$ cat config.mk
export PLATFORM = sky130hd
export DESIGN_NAME = plab5_mcore_dma_engine_flat
export DESIGN_NICKNAME = d
export VERILOG_FILES = /design/src/rtl/plab5_mcore_dma_engine_if.sv /design/src/rtl/plab5_mcore_dma_engine.sv /design/src/flat_wrapper.sv
export SDC_FILE = /design/constraint.sdc
export NUM_CORES = 1
export LEC_CHECK = 0
export ABC_AREA = 1
export BUFFER_PORTS_ARGS = -buffer_cell sky130_fd_sc_hd__buf_2
export CORE_AREA = 2 2 129 131
export DETAILED_ROUTE_END_ITERATION = 10
export DIE_AREA = 0 0 131 133
export HOLD_SLACK_MARGIN = 0.03
export PLACE_DENSITY = 0.79
export SYNTH_ARGS = -nofsm -noshare
export SYNTH_HDL_FRONTEND = slang
export SYNTH_SLANG_ARGS = --single-unit
$ cat constraint.sdc
create_clock -name clk -period 2.1 [get_ports clk]
set_input_delay 0.105 -clock clk [delete_from_list [all_inputs] [get_ports clk]]
set_output_delay 0.105 -clock clk [all_outputs]
set_load 0.02 [all_outputs]
$ cat src/rtl/plab5_mcore_dma_engine_if.sv
// Command, debug and memory-port signals of the DMA copy engine, bundled for drop-in wiring.
// master = the engine itself; slave = the checker/memory side that feeds it.
interface plab5_mcore_dma_engine_if #(
  parameter int p_addr_nbits  = 32,
  parameter int p_data_nbits  = 32,
  parameter int p_req_cnbits  = 45,
  parameter int p_resp_cnbits = 13
);
  logic                     dma_val;
  logic                     dma_rdy;
  logic                     dma_domain;
  logic [p_addr_nbits-1:0]  dma_src_addr;
  logic [p_addr_nbits-1:0]  dma_dest_addr;
  logic [p_req_cnbits-1:0]  dma_req_control;
  logic [p_resp_cnbits-1:0] dma_resp_control;
  logic                     dma_inst;
  logic                     dma_ack;
  logic                     dma_resp_domain;

  logic                     dma_db_val;
  logic                     dma_db_domain;
  logic                     dma_db_inst;
  logic [p_addr_nbits-1:0]  dma_db_src_addr;
  logic [p_addr_nbits-1:0]  dma_db_dest_addr;
  logic [p_data_nbits-1:0]  dma_db_debug_data;

  logic                     memreq_val;
  logic                     memreq_rdy;
  logic                     memreq_type;
  logic [p_addr_nbits-1:0]  memreq_addr;
  logic [p_data_nbits-1:0]  memreq_data;
  logic                     memreq_domain;

  logic                     memresp_val;
  logic                     memresp_rdy;
  logic [p_data_nbits-1:0]  memresp_data;
  logic                     memresp_domain;

  modport master (
    input  dma_val, dma_domain, dma_src_addr, dma_dest_addr, dma_req_control, dma_inst,
    output dma_rdy, dma_resp_control, dma_ack, dma_resp_domain,
    input  dma_db_val, dma_db_domain, dma_db_inst, dma_db_src_addr, dma_db_dest_addr,
    output dma_db_debug_data,
    output memreq_val, memreq_type, memreq_addr, memreq_data, memreq_domain,
    input  memreq_rdy,
    input  memresp_val, memresp_data, memresp_domain,
    output memresp_rdy
  );

  modport slave (
    output dma_val, dma_domain, dma_src_addr, dma_dest_addr, dma_req_control, dma_inst,
    input  dma_rdy, dma_resp_control, dma_ack, dma_resp_domain,
    output dma_db_val, dma_db_domain, dma_db_inst, dma_db_src_addr, dma_db_dest_addr,
    input  dma_db_debug_data,
    input  memreq_val, memreq_type, memreq_addr, memreq_data, memreq_domain,
    output memreq_rdy,
    output memresp_val, memresp_data, memresp_domain,
    input  memresp_rdy
  );
endinterface

$ cat src/rtl/plab5_mcore_dma_engine.sv
// DMA copy engine: copies p_nwords words src->dest (core path) or reads one word (debug path).
// Optional PLAB5_DMA_ENGINE_DOMAIN_CHECK_EN aborts on a read response from a lower domain.
module plab5_mcore_dma_engine #(
  parameter int p_opaque_nbits = 8,
  parameter int p_addr_nbits   = 32,
  parameter int p_data_nbits   = 32,
  parameter int p_req_cnbits   = 45,
  parameter int p_resp_cnbits  = 13,
  parameter int p_nwords       = 4
) (
  input logic                   clk,
  input logic                   reset,
  plab5_mcore_dma_engine_if.master bus
);

  localparam int CNT_W    = (p_nwords > 1) ? $clog2(p_nwords) : 1;
  localparam int TYPE_LSB = p_req_cnbits - 3;
  localparam int OPQ_LSB  = TYPE_LSB - p_opaque_nbits;

  typedef enum logic [2:0] {
    IDLE, RD_REQ, RD_WAIT, WR_REQ, WR_WAIT, DONE
  } state_t;

  state_t                    state_q, state_d;
  logic [CNT_W-1:0]          count_q, count_d;
  logic                      domain_q, domain_d;
  logic [p_addr_nbits-1:0]   src_q, src_d;
  logic [p_addr_nbits-1:0]   dest_q, dest_d;
  logic [2:0]                type_q, type_d;
  logic [p_opaque_nbits-1:0] opaque_q, opaque_d;
  logic                      dbg_q, dbg_d;
  logic [p_data_nbits-1:0]   data_q, data_d;
  logic [p_addr_nbits-1:0]   offset;
  logic [1:0]                len;
`ifdef PLAB5_DMA_ENGINE_DOMAIN_CHECK_EN
  logic                      err_q, err_d;
`endif
  logic                      unused_inputs;

  always_ff @(posedge clk) begin
    if (reset) begin
      state_q  <= IDLE;
      count_q  <= '0;
      domain_q <= 1'b0;
      src_q    <= '0;
      dest_q   <= '0;
      type_q   <= '0;
      opaque_q <= '0;
      dbg_q    <= 1'b0;
      data_q   <= '0;
`ifdef PLAB5_DMA_ENGINE_DOMAIN_CHECK_EN
      err_q    <= 1'b0;
`endif
    end else begin
      state_q  <= state_d;
      count_q  <= count_d;
      domain_q <= domain_d;
      src_q    <= src_d;
      dest_q   <= dest_d;
      type_q   <= type_d;
      opaque_q <= opaque_d;
      dbg_q    <= dbg_d;
      data_q   <= data_d;
`ifdef PLAB5_DMA_ENGINE_DOMAIN_CHECK_EN
      err_q    <= err_d;
`endif
    end
  end

  always_comb begin
    state_d  = state_q;
    count_d  = count_q;
    domain_d = domain_q;
    src_d    = src_q;
    dest_d   = dest_q;
    type_d   = type_q;
    opaque_d = opaque_q;
    dbg_d    = dbg_q;
    data_d   = data_q;
`ifdef PLAB5_DMA_ENGINE_DOMAIN_CHECK_EN
    err_d    = err_q;
    len      = err_q ? 2'b11 : 2'b00;
`else
    len      = 2'b00;
`endif
    offset   = p_addr_nbits'({count_q, 2'b00});

    bus.dma_rdy           = 1'b0;
    bus.dma_ack           = 1'b0;
    bus.dma_resp_domain   = 1'b0;
    bus.dma_resp_control  = '0;
    bus.dma_db_debug_data = '0;
    bus.memreq_val        = 1'b0;
    bus.memreq_type       = 1'b0;
    bus.memreq_addr       = src_q + offset;
    bus.memreq_data       = data_q;
    bus.memreq_domain     = domain_q;
    bus.memresp_rdy       = 1'b0;

    case (state_q)
      IDLE: begin
        bus.dma_rdy = 1'b1;
        count_d     = '0;
        // Core command has priority; a simultaneous debug command is dropped, not queued.
        if (bus.dma_val || bus.dma_db_val) begin
          domain_d = bus.dma_val ? bus.dma_domain : bus.dma_db_domain;
          src_d    = bus.dma_val ? bus.dma_src_addr : bus.dma_db_src_addr;
          dest_d   = bus.dma_val ? bus.dma_dest_addr : '0;
          dbg_d    = ~bus.dma_val;
          type_d   = bus.dma_req_control[p_req_cnbits-1 -: 3];
          opaque_d = bus.dma_req_control[TYPE_LSB-1 -: p_opaque_nbits];
`ifdef PLAB5_DMA_ENGINE_DOMAIN_CHECK_EN
          err_d    = 1'b0;
`endif
          state_d  = RD_REQ;
        end
      end
      RD_REQ: begin
        bus.memreq_val = 1'b1;
        if (bus.memreq_rdy) state_d = RD_WAIT;
      end
      RD_WAIT: begin
        bus.memresp_rdy = 1'b1;
        if (bus.memresp_val) begin
          data_d  = bus.memresp_data;
          state_d = dbg_q ? DONE : WR_REQ;
`ifdef PLAB5_DMA_ENGINE_DOMAIN_CHECK_EN
          if (bus.memresp_domain < domain_q) begin
            err_d   = 1'b1;
            state_d = DONE;
          end
`endif
        end
      end
      WR_REQ: begin
        bus.memreq_val  = 1'b1;
        bus.memreq_type = 1'b1;
        bus.memreq_addr = dest_q + offset;
        if (bus.memreq_rdy) state_d = WR_WAIT;
      end
      WR_WAIT: begin
        bus.memresp_rdy = 1'b1;
        if (bus.memresp_val) begin
          if (count_q == CNT_W'(p_nwords - 1)) begin
            state_d = DONE;
          end else begin
            count_d = count_q + CNT_W'(1);
            state_d = RD_REQ;
          end
        end
      end
      DONE: begin
        bus.dma_ack          = 1'b1;
        bus.dma_resp_domain  = domain_q;
        bus.dma_resp_control = p_resp_cnbits'({type_q, opaque_q, len});
`ifdef PLAB5_DMA_ENGINE_DOMAIN_CHECK_EN
        if (dbg_q && !err_q) bus.dma_db_debug_data = data_q;
`else
        if (dbg_q) bus.dma_db_debug_data = data_q;
`endif
        count_d = '0;
        state_d = IDLE;
      end
      default: state_d = IDLE;
    endcase
  end

`ifdef PLAB5_DMA_ENGINE_DOMAIN_CHECK_EN
  always_comb unused_inputs = ^{bus.dma_inst, bus.dma_db_inst, bus.dma_db_dest_addr,
                                bus.dma_req_control[OPQ_LSB-1:0]};
`else
  always_comb unused_inputs = ^{bus.dma_inst, bus.dma_db_inst, bus.dma_db_dest_addr,
                                bus.dma_req_control[OPQ_LSB-1:0], bus.memresp_domain};
`endif

endmodule

$ cat src/flat_wrapper.sv
// flat-port wrapper written by rule: the top's interface ports become plain ports
module plab5_mcore_dma_engine_flat 
#(
  parameter int p_opaque_nbits = 8,
  parameter int p_addr_nbits   = 32,
  parameter int p_data_nbits   = 32,
  parameter int p_req_cnbits   = 45,
  parameter int p_resp_cnbits  = 13,
  parameter int p_nwords       = 4
)
  (clk, reset, bus_dma_val, bus_dma_domain, bus_dma_src_addr, bus_dma_dest_addr, bus_dma_req_control, bus_dma_inst, bus_dma_rdy, bus_dma_resp_control, bus_dma_ack, bus_dma_resp_domain, bus_dma_db_val, bus_dma_db_domain, bus_dma_db_inst, bus_dma_db_src_addr, bus_dma_db_dest_addr, bus_dma_db_debug_data, bus_memreq_val, bus_memreq_type, bus_memreq_addr, bus_memreq_data, bus_memreq_domain, bus_memreq_rdy, bus_memresp_val, bus_memresp_data, bus_memresp_domain, bus_memresp_rdy);
  plab5_mcore_dma_engine_if #(.p_addr_nbits(p_addr_nbits), .p_data_nbits(p_data_nbits), .p_req_cnbits(p_req_cnbits), .p_resp_cnbits(p_resp_cnbits)) bus_i ();
  input logic clk;
  input logic reset;
  input wire logic [$bits(bus_i.dma_val)-1:0] bus_dma_val;
  input wire logic [$bits(bus_i.dma_domain)-1:0] bus_dma_domain;
  input wire logic [$bits(bus_i.dma_src_addr)-1:0] bus_dma_src_addr;
  input wire logic [$bits(bus_i.dma_dest_addr)-1:0] bus_dma_dest_addr;
  input wire logic [$bits(bus_i.dma_req_control)-1:0] bus_dma_req_control;
  input wire logic [$bits(bus_i.dma_inst)-1:0] bus_dma_inst;
  output wire logic [$bits(bus_i.dma_rdy)-1:0] bus_dma_rdy;
  output wire logic [$bits(bus_i.dma_resp_control)-1:0] bus_dma_resp_control;
  output wire logic [$bits(bus_i.dma_ack)-1:0] bus_dma_ack;
  output wire logic [$bits(bus_i.dma_resp_domain)-1:0] bus_dma_resp_domain;
  input wire logic [$bits(bus_i.dma_db_val)-1:0] bus_dma_db_val;
  input wire logic [$bits(bus_i.dma_db_domain)-1:0] bus_dma_db_domain;
  input wire logic [$bits(bus_i.dma_db_inst)-1:0] bus_dma_db_inst;
  input wire logic [$bits(bus_i.dma_db_src_addr)-1:0] bus_dma_db_src_addr;
  input wire logic [$bits(bus_i.dma_db_dest_addr)-1:0] bus_dma_db_dest_addr;
  output wire logic [$bits(bus_i.dma_db_debug_data)-1:0] bus_dma_db_debug_data;
  output wire logic [$bits(bus_i.memreq_val)-1:0] bus_memreq_val;
  output wire logic [$bits(bus_i.memreq_type)-1:0] bus_memreq_type;
  output wire logic [$bits(bus_i.memreq_addr)-1:0] bus_memreq_addr;
  output wire logic [$bits(bus_i.memreq_data)-1:0] bus_memreq_data;
  output wire logic [$bits(bus_i.memreq_domain)-1:0] bus_memreq_domain;
  input wire logic [$bits(bus_i.memreq_rdy)-1:0] bus_memreq_rdy;
  input wire logic [$bits(bus_i.memresp_val)-1:0] bus_memresp_val;
  input wire logic [$bits(bus_i.memresp_data)-1:0] bus_memresp_data;
  input wire logic [$bits(bus_i.memresp_domain)-1:0] bus_memresp_domain;
  output wire logic [$bits(bus_i.memresp_rdy)-1:0] bus_memresp_rdy;
  assign bus_i.dma_val = bus_dma_val;
  assign bus_i.dma_domain = bus_dma_domain;
  assign bus_i.dma_src_addr = bus_dma_src_addr;
  assign bus_i.dma_dest_addr = bus_dma_dest_addr;
  assign bus_i.dma_req_control = bus_dma_req_control;
  assign bus_i.dma_inst = bus_dma_inst;
  assign bus_dma_rdy = bus_i.dma_rdy;
  assign bus_dma_resp_control = bus_i.dma_resp_control;
  assign bus_dma_ack = bus_i.dma_ack;
  assign bus_dma_resp_domain = bus_i.dma_resp_domain;
  assign bus_i.dma_db_val = bus_dma_db_val;
  assign bus_i.dma_db_domain = bus_dma_db_domain;
  assign bus_i.dma_db_inst = bus_dma_db_inst;
  assign bus_i.dma_db_src_addr = bus_dma_db_src_addr;
  assign bus_i.dma_db_dest_addr = bus_dma_db_dest_addr;
  assign bus_dma_db_debug_data = bus_i.dma_db_debug_data;
  assign bus_memreq_val = bus_i.memreq_val;
  assign bus_memreq_type = bus_i.memreq_type;
  assign bus_memreq_addr = bus_i.memreq_addr;
  assign bus_memreq_data = bus_i.memreq_data;
  assign bus_memreq_domain = bus_i.memreq_domain;
  assign bus_i.memreq_rdy = bus_memreq_rdy;
  assign bus_i.memresp_val = bus_memresp_val;
  assign bus_i.memresp_data = bus_memresp_data;
  assign bus_i.memresp_domain = bus_memresp_domain;
  assign bus_memresp_rdy = bus_i.memresp_rdy;
  plab5_mcore_dma_engine #(.p_opaque_nbits(p_opaque_nbits), .p_addr_nbits(p_addr_nbits), .p_data_nbits(p_data_nbits), .p_req_cnbits(p_req_cnbits), .p_resp_cnbits(p_resp_cnbits), .p_nwords(p_nwords)) u_core (.clk(clk), .reset(reset), .bus(bus_i));
endmodule
==> flow_metrics.py, run 1 <==
metrics = {
    "routing": {
        "postRouteAntennaNets": 0,
        "drtIter0Drc": 766,
        "route.detailed.drc": 0,
        "vias_per_cell": 5.15,
        "drt_pass1_iterations": 7,
        "vias": 8187,
        "routed_wl_um": 26500,
        "wl_per_cell_um": 16.7,
    },
    "synthesis": {
        "synth_ff_type": "dfxtp_1",
        "yosysWarnings": 0,
        "ys_types": 32,
        "ys_top_cells_by_area": "dfxtp_1 (38%), nand2_1 (20%), nor2_1 (9.6%), o21ai_0 (6.8%), a21oi_1 (3.9%)",
        "synth_edf_count": 0,
        "synthesis.area_um2": 6050,
        "synth_top_area_cell": "dfxtp_1",
        "syn_inst": 957,
        "ys_ff_latch": 114,
        "ys_seq_area_share_pct": 37.7,
        "netlist.area_leader.share_pct": 37.7,
        "ys_async_sr_fraction_pct": 0,
        "post_synth.cell_area_avg_um2": 6.32,
    },
    "power": {
        "p_per_area_nw_per_um2": 1110,
        "ir_drop_mv": 0.829,
        "total_power_mw": 11.3,
        "leakage_nw": 4.78,
    },
    "clock_tree": {
        "clock-sinks": 114,
        "clkLatencyLatePin_ns": 0.41,
        "ctsLongestPathBuffers": 2,
        "htree_levels": 4,
        "cts_tree": "built",
        "clk_pin_slew_ns": 0.06,
        "numCtsBuffers": 17,
        "clock-root-buffer": "clkbuf_16",
    },
    "sta": {
        "rsz0062_at_grt": "true",
        "final-hold-violation-count": 0,
        "slew_headroom_pct": 63.2,
        "fin_ws_ns": -0.378,
        "min_period_over_period_pct": 118,
        "skew_ns": 0.0103,
        "worst-slew-pin-transition_ns": 0.546,
        "slew_viol_final": 0,
        "setup_tns_ns": -7.43,
        "max_freq_mhz": 404,
        "final-setup-viol-count": 28,
        "fin_crit_ns": 2.48,
    },
    "floorplan": {
        "die_h_um": 133,
        "row_count": 47,
        "core_region_area_um2": 16200,
        "fp.dieArea_um2": 17400,
        "start_util_pct": 37.4,
        "fp.dieW_um": 131,
        "io_pins": 332,
    },
    "critical_path": {
        "r2r_slack_ns": 0.21,
        "worstSetupStartpointType": "flip-flop",
        "critPathKind": "flip-flop to primary output",
        "arrival_ns": 2.37,
        "path_max_fanout": 33,
        "crit_required_ns": 2.00,
        "crit_path_end_kind": "primary output",
    },
    "layout": {
        "drive_above_1_share_pct": 30.8,
        "layout.cells.non_filler": 1591,
        "final_nets": 1577,
        "syn_to_final_growth_pct": 68.2,
        "stdcell_area_um2": 10200,
    },
    "global_routing": {
        "grt_pass1_wl_um": 39900,
        "grt_usage_pct": 29.7,
        "grt_max_degree": 67,
        "grt_pass1_vias": 7664,
        "grt-ovfl-total": 0,
        "antenna_found_initial": 2,
    },
    "flow_run": {
        "drv_cap": 0,
    },
    "placement": {
        "gp_congestion": 0.903,
        "dpl_cell_area_um2": 7800,
        "port_buffers": 260,
        "post-dp-hpwl_um": 16500,
        "dpl.cell_count": 1409,
    },
    "worst_hold_path": {
        "min_path_type": "primary input to flip-flop",
    },
    "run_status": {
        "violations": "setup timing",
        "status": "finished, violations left",
    },
}
[through the flow]
stage	hold WS [ns]	util, %	worst slack, ns
after floorplan	0.240	-	-0.0599
after global placement	0.326	48.2	-0.00706
after detailed placement	0.331	48.2	-0.0965
after CTS	0.0494	61.8	-0.320
after global routing	0.0607	62.9	-0.473
final	0.0596	62.9	-0.378
[state kept, by name, indices dropped and copies added (netlist names)]
register / count
u_core.bus.memreq_data: 32
u_core.bus.memreq_domain: 1
u_core.count_q: 2
u_core.dbg_q: 1
u_core.dest_q: 32
u_core.opaque_q: 8
u_core.src_q: 32
u_core.state_q: 3
u_core.type_q: 3
[layer usage]
| metal | track usage (%) | up-vias | share of wire [%] |
|---|---|---|---|
| met1 | 38.8 | 3695 | 41 |
| li1 | - | 3856 | - |
| met4 | 14.9 | 0 | 4.5 |
| met2 | 45.0 | 536 | 45 |
| met5 | 0 | - | 0 |
| met3 | 7.64 | 100 | 9.4 |
[cell type report]
cell class / count / area (um^2)
Antenna cell: 1 / 2.50
Fill cell: 1316 / 5990
Tap cell: 220 / 275
Inverter: 54 / 208
Clock inverter: 15 / 184
Sequential cell: 114 / 2290
Clock buffer: 17 / 425
Multi-Input combinational cell: 729 / 3600
Timing Repair Buffer: 441 / 3190
[kinds of logic (layout without fill, tap and decap cells)]
group                    after synthesis  count (layout)  share of synthesized area [%]
AND/OR/NAND/NOR                      539             539                           36.0
other                                  1               3                         0.0620
flip-flops                           114             114                           37.7
buffers and inverters                115             527                           8.23
XOR/XNOR                              15              15                           2.17
adder cells (fa/ha/maj)                4               4                          0.951
AO/OA/AOI/OAI                        169             169                           14.9
[repair_timing]
action / 4_1_cts / 5_1_grt
hold endpoints to repair: 108 / 0
endpoints found under the setup margin: 30 / 67
resized for setup: 46 / 41
gates cloned: 0 / 0
pin swaps: 17 / 15
hold buffers: 141 / 0
setup buffers: 3 / 5
[power breakdown]
group / internal [mW] / switching [mW]
Clock: 1.88 / 1.08
Sequential: 2.76 / 0.455
Combinational: 1.90 / 3.26
[worst paths after layout]
| kind | from | to | cells after the start |
|---|---|---|---|
| setup / recovery | u_core.state_q[2] | bus_memreq_addr[16] | 11 |
| hold / removal | bus_memreq_rdy | u_core.state_q[0] | 4 |
| setup reg to reg | u_core.state_q[0] | u_core.src_q[29] | 7 |
| hold reg to reg | u_core.type_q[0] | u_core.type_q[0] | 2 |
[synth_stat cells, types with 2 or more instances]
cell and count:
buf_4 5, xor2_1 10, nand2_2 9, buf_6 4, dfxtp_1 114, inv_2 4, nand3_1 14, o21ai_0 82
nand3b_1 3, a31oi_1 33, nand4_1 21, o211ai_1 2, nor2_1 154, nor2_2 8, a21oi_1 47, nand2_1 327
nor2_4 2, buf_1 3, clkbuf_1 35, xnor2_1 5, inv_1 49, ha_1 3, buf_2 14
[worst max-delay path, stage by stage (launching register included)]
cell	delay, ns
dfxtp_4	0.39
inv_6	0.05
nand3_4	0.10
buf_12	0.19
nand2_1	0.12
nand2_2	0.12
nand2_1	0.12
nor2_1	0.20
nand2_2	0.11
nor2_1	0.17
xor2_1	0.22
buf_4	0.18
[cells in the final DEF, fill, tap and decap left out, types with 2 or more instances in the layout]
cell and n:
inv_6 3, nor2_4 12, nand2_1 297, xnor2_1 2, xor2_4 3, xnor2_2 3, buf_6 11, nand3_1 13
a21oi_1 47, nor2_1 137, ha_4 2, nand4_1 21, bufinv_16 3, dlygate4sd3_1 141, clkinv_4 4, dfxtp_1 111
buf_2 237, a31oi_1 33, inv_2 6, xor2_2 2, clkbuf_16 17, dfxtp_4 3, buf_12 6, o21ai_0 82
conb_1 2, nor2_2 15, xor2_1 5, o211ai_1 2, clkinvlp_4 4, inv_1 46, nand2_2 34, buf_4 46
nand3b_1 3, nand2_4 5
(Power assumes the default switching activity.)
==> run 2: changes to the inputs <==
- CTS_BUF_LIST: default -> sky130_fd_sc_hd__clkbuf_8
- PLACE_DENSITY: 0.79 -> 0.77
- clock period: 2.1 -> 2.8 ns (I/O delays scaled with it)
==> run 2 against run 1 <==
Net effect:
- clock skew rose by 0.0012 ns
- combinational power fell by 32%
- clock power fell by 49%
- critical path type unchanged
- register-to-register slack improved by 0.06 ns
- utilization fell by 5.5 points
- cell area fell by 8.7%
- the flow now finishes without violations
- routed wire length fell by 5.1%
- total power fell by 34%
- critical path depth rose by 2
- highest routed layer is now met5
==> flow_metrics.py, run 2 (synthesis results as in run 1) <==
metrics = {
    "run_status": {
        "status": "completed",
    },
    "layout": {
        "mostFrequentLayoutCell": "nand2_1",
        "final_cell_mix": "nand2_1 (327), buf_2 (260), nor2_1 (152), dlygate4sd3_1 (142), dfxtp_1 (112)",
        "drive_above_1_share_pct": 25.1,
        "syn_to_final_growth_pct": 53.5,
        "stdcell_area_um2": 9290,
        "final_nets": 1553,
        "fin_util_pct": 57.4,
        "fillers": 1450,
    },
    "global_routing": {
        "antenna_found_initial": 2,
        "grt_usage_pct": 28.4,
        "grt_max_degree": 56,
        "grt_pass1_vias": 7462,
        "grt-ovfl-total": 0,
        "grt_pass1_wl_um": 38400,
    },
    "routing": {
        "vias": 7859,
        "route.detailed.drc": 0,
        "drtIter0Drc": 830,
        "wl_per_cell_um": 16.1,
        "postRouteAntennaNets": 0,
        "drt_pass1_iterations": 6,
        "vias_per_cell": 5.02,
        "routed_wl_um": 25200,
    },
    "clock_tree": {
        "htree_levels": 4,
        "cts_tree": "built",
        "numCtsBuffers": 17,
        "ctsLongestPathBuffers": 2,
        "clk_pin_slew_ns": 0.08,
        "clkLatencyLatePin_ns": 0.43,
        "clock-root-buffer": "clkbuf_8",
        "clock-sinks": 114,
    },
    "sta": {
        "fin_crit_ns": 2.57,
        "max_freq_mhz": 389,
        "slew_viol_final": 0,
        "rsz0062_at_grt": "false",
        "final-hold-violation-count": 0,
        "worst-slew-pin-transition_ns": 1.08,
        "final-setup-viol-count": 0,
        "min_period_over_period_pct": 91.7,
        "setup_tns_ns": 0,
        "skew_ns": 0.0115,
        "slew_headroom_pct": 28.0,
    },
    "critical_path": {
        "startpoint": "u_core.state_q[0]",
        "worstSetupStartpointType": "flip-flop",
        "cp_common_cell": "nand2_1",
        "reg2reg_depth": 8,
        "crit_required_ns": 2.66,
        "critical-path-max-stage-delay_ns": 0.38,
        "path_max_fanout": 5,
        "crit_slowest_cell": "dfxtp_2",
        "crit_path_end_kind": "primary output",
        "timing.rr.start": "u_core.state_q[2]",
        "critPathKind": "flip-flop to primary output",
        "critPathTopFamily": "simple AND/OR/NAND/NOR gates",
        "critical_path_buf_inv_count": 2,
        "arrival_ns": 2.43,
        "crit_cells": 13,
        "cp_cell_sequence": "nand2_1 > nor2_2 > nand2_1 > nand2_1 > ha_1 > fa_2 > inv_1 > nor2_4 > nand2_2 > nor2_4 > nand3_1 > nand2_1 > buf_2",
    },
    "worst_hold_path": {
        "min_path_type": "primary input to flip-flop",
        "hold-path-cell-count": 4,
        "hold_start": "bus_memresp_val",
    },
    "floorplan": {
        "die_h_um": 133,
        "fp.dieW_um": 131,
        "core_region_area_um2": 16200,
        "start_util_pct": 37.4,
        "fp.dieArea_um2": 17400,
        "io_pins": 332,
        "row_count": 47,
    },
    "flow_run": {
        "drv_cap": 0,
    },
    "power": {
        "ir_drop_mv": 0.413,
        "p_per_area_nw_per_um2": 802,
        "leakage_nw": 4.48,
    },
    "placement": {
        "port_buffers": 260,
        "dpl_cell_area_um2": 7460,
        "post-dp-hpwl_um": 16100,
        "gp_congestion": 0.940,
    },
}
run 2: cell count changes in the layout (fill, tap and decap cells not counted), moves of 6 or more:
cell	change
buf_4	-33
nand2_1	+30
nand2_2	-25
buf_2	+23
clkbuf_16	-17
clkbuf_8	+17
nor2_1	+15
buf_6	-10
nor2_4	-9
buf_12	-6
nor2_2	-6
run 2: worst reg2reg max path, stage by stage, from the launching register on:
cell and delay (ns):
dfxtp_1 0.35, inv_2 0.09, buf_4 0.28, nand3_1 0.27, a21oi_4 0.23, buf_6 0.28, o21ai_0 0.15, a31oi_1 0.23
dlygate4sd3_1 0.59
run 2: repair_timing:
action / in CTS / in global routing
hold endpoints to repair: 109 / 0
setup buffers: 0 / 0
gates resized for setup: 0 / 7
hold buffers: 142 / 0
endpoints found under the setup margin: 0 / 18
run 2: per-layer routing:
metal  share of wire [%]  vias up  GRT usage, %
met2                  45      443          43.3
met5               0.052        -             0
met3                 8.1       86          5.90
met1                  42     3522          37.3
li1                    -     3806             -
met4                 5.1        2          15.3
run 2: worst paths after layout:
path	slack [ns]	to
setup / recovery	0.23	bus_memreq_addr[20]
hold / removal	0.12	u_core.state_q[2]
setup reg to reg	0.27	u_core.src_q[10]
hold reg to reg	0.45	u_core.opaque_q[0]
run 2: through the flow:
stage                     std cells  hold slack, ns  total power [mW]  setup WS, ns
after global routing           1567           0.146              7.90       0.00652
after floorplan                 958           0.275              4.45         0.424
after detailed placement       1392           0.367              5.46         0.576
after global placement         1392           0.361              5.41         0.604
after CTS                      1566          0.0759              7.34        0.0878
final                          1567           0.120              7.45         0.232
run 2: area by class of cell:
type                       count  area [um^2]  share of cell area [%]
clock inverter                15          149                    1.60
multi-input combinational    729         3300                    35.5
timing repair buffer         417         2850                    30.6
clock buffer                  17          234                    2.52
sequential                   114         2280                    24.6
inverter                      54          203                    2.18
tap                          220          275                    2.96
antenna                        1         2.50                  0.0269
run 2: power breakdown:
part | leakage, nW | switching (mW) | internal (mW)
logic | 3.36 | 2.26 | 1.26
registers | 0.938 | 0.361 | 2.06
clock network | 0.185 | 0.781 | 0.723
==> run 3: changes to the inputs <==
- CORE_AREA: 2 2 129 131 -> default
- CORE_MARGIN: default -> 2
- CORE_UTILIZATION: default -> 31
- DIE_AREA: 0 0 131 133 -> default
- PLACE_DENSITY: 0.77 -> 0.68
- clock period: 2.8 -> 2.1 ns (I/O delays scaled with it)
==> run 3 against run 2 <==
Net effect:
- the run now ends with setup timing left
- critical endpoint is now bus_memreq_addr[18]
- highest routed layer unchanged
- clock power is 40% higher
- largest cell class unchanged
- count of clock-buffer cells in the layout rose by 1
- cell area grew 16%
==> flow_metrics.py, run 3 (synthesis results as in run 1) <==
metrics = {
    "routing": {
        "vias": 8038,
        "drt_pass1_iterations": 5,
        "route.detailed.drc": 0,
        "routed_wl_um": 25900,
        "postRouteAntennaNets": 0,
        "wl_per_cell_um": 15.5,
        "drtIter0Drc": 467,
        "vias_per_cell": 4.80,
    },
    "layout": {
        "final_cell_mix": "nand2_1 (246), buf_2 (232), dlygate4sd3_1 (143), nor2_1 (121), dfxtp_1 (111)",
        "syn_to_final_growth_pct": 77.3,
        "layout.cells.non_filler": 1674,
        "stdcell_area_um2": 10700,
        "mostFrequentLayoutCell": "nand2_1",
        "fillers": 1701,
        "drive_above_1_share_pct": 37.8,
        "final_nets": 1614,
    },
    "floorplan": {
        "fp.dieW_um": 144,
        "die_h_um": 144,
        "io_pins": 332,
        "fp.dieArea_um2": 20700,
        "core_region_area_um2": 19300,
        "row_count": 51,
        "start_util_pct": 31.3,
    },
    "sta": {
        "final-hold-violation-count": 0,
        "rsz0062_at_grt": "true",
        "fin_crit_ns": 2.48,
        "slew_viol_final": 0,
        "whs_ns": 0.181,
        "max_freq_mhz": 403,
        "fin_ws_ns": -0.383,
        "slew_headroom_pct": 65.4,
        "worst-slew-pin-transition_ns": 0.514,
        "skew_ns": 0.0145,
        "setup_tns_ns": -8.36,
        "final-setup-viol-count": 28,
        "min_period_over_period_pct": 118,
    },
    "power": {
        "p_per_area_nw_per_um2": 1040,
        "leakage_nw": 4.97,
        "total_power_mw": 11.2,
        "ir_drop_mv": 0.759,
    },
    "placement": {
        "dpl_cell_area_um2": 7870,
        "dpl.cell_count": 1461,
        "post-dp-hpwl_um": 16000,
        "gp_congestion": 0.862,
        "port_buffers": 260,
    },
    "critical_path": {
        "r2r_slack_ns": 0.24,
        "cp_cell_sequence": "clkinv_4 > nand3_4 > buf_12 > buf_4 > nand2_1 > nand2_2 > nand2_1 > nor2_2 > nand2_1 > nor2_1 > xor2_2 > buf_2",
        "crit_required_ns": 2.00,
        "crit_slowest_cell": "dfxtp_4",
        "critPathKind": "flip-flop to primary output",
        "path_max_fanout": 8,
        "cp_common_cell": "nand2_1",
        "critical-path-max-stage-delay_ns": 0.38,
        "worstSetupStartpointType": "flip-flop",
        "crit_path_end_kind": "primary output",
        "arrival_ns": 2.38,
        "critical_path_buf_inv_count": 4,
        "critPathTopFamily": "simple AND/OR/NAND/NOR gates",
    },
    "global_routing": {
        "grt_pass1_wl_um": 37400,
        "grt_usage_pct": 23.3,
        "grt-ovfl-total": 0,
        "grt_max_degree": 67,
        "grt_pass1_vias": 7223,
        "antenna_found_initial": 3,
    },
    "run_status": {
        "status": "finished, violations left",
        "violations": "setup timing",
    },
    "clock_tree": {
        "htree_levels": 4,
        "clk_pin_slew_ns": 0.08,
        "clkLatencyLatePin_ns": 0.43,
        "ctsLongestPathBuffers": 2,
        "cts_tree": "built",
        "clock-sinks": 114,
        "clock-root-buffer": "clkbuf_8",
        "numCtsBuffers": 17,
    },
    "flow_run": {
        "drv_cap": 0,
    },
    "worst_hold_path": {
        "min_path_type": "primary input to flip-flop",
    },
}
-- run 3: cell count changes in the layout (fill, tap and decap cells not counted), moves of 7 or more --
| cell | change |
|---|---|
| buf_4 | +51 |
| nand2_2 | +59 |
| nor2_1 | -31 |
| xor2_1 | -7 |
| nand2_1 | -81 |
| buf_2 | -28 |
| nand2_4 | +22 |
| buf_6 | +35 |
| nor2_2 | +12 |
| nor2_4 | +19 |
-- run 3: report_power, final --
group	total (mW)	switching (mW)	internal, mW
logic	5.87	3.52	2.35
clock network	2.10	1.00	1.10
registers	3.19	0.436	2.76
-- run 3: per-layer routing --
| layer | vias up | track usage, % | share of wire [%] |
|---|---|---|---|
| met4 | 2 | 8.57 | 2.5 |
| met1 | 3677 | 30.9 | 43 |
| met2 | 368 | 37.1 | 48 |
| met3 | 52 | 4.87 | 6.4 |
| met5 | - | 0 | 0.046 |
| li1 | 3939 | - | - |
-- run 3: repair_timing --
item | CTS | global route
gates resized for setup | 84 | 142
setup endpoints to repair | 29 | 34
hold buffers | 143 | 0
cloned | 1 | 0
buffers inserted | 10 | 26
endpoints found under the hold margin | 110 | 0
pin swaps | 18 | 43
-- run 3: worst register-to-register path: stages (launching register included) --
cell and delay (ns):
dfxtp_4 0.36, clkinv_4 0.06, buf_6 0.21, nand3_1 0.27, a21oi_4 0.24, inv_2 0.05, buf_4 0.24, o21ai_0 0.24
a21oi_1 0.07
-- run 3: final cells by class --
cell class              count  area, um^2  area share (%)
diodes                      2        5.00          0.0466
well taps                 265         332            3.09
clock inverters            14         156            1.46
clock buffers              18         248            2.31
multi-input cells         729        3950            36.8
flip-flops and latches    114        2290            21.4
inverters                  54         208            1.94
repair buffers            478        3540            33.0
-- run 3: final timing paths --
check	cells after the start	start	to
worst max-delay path	12	u_core.state_q[2]	bus_memreq_addr[18]
worst min-delay path	4	reset	u_core.bus.memreq_data[15]
worst min register to register	2	u_core.type_q[2]	u_core.type_q[2]
worst max register to register	8	u_core.state_q[2]	u_core.opaque_q[5]
-- run 3: through the flow --
stage	utilization [%]	setup slack, ns
after floorplan	-	-0.0599
after global placement	40.7	0.00450
after detailed placement	40.7	-0.0407
after CTS	52.1	-0.378
after global routing	55.5	-0.518
final	55.5	-0.383
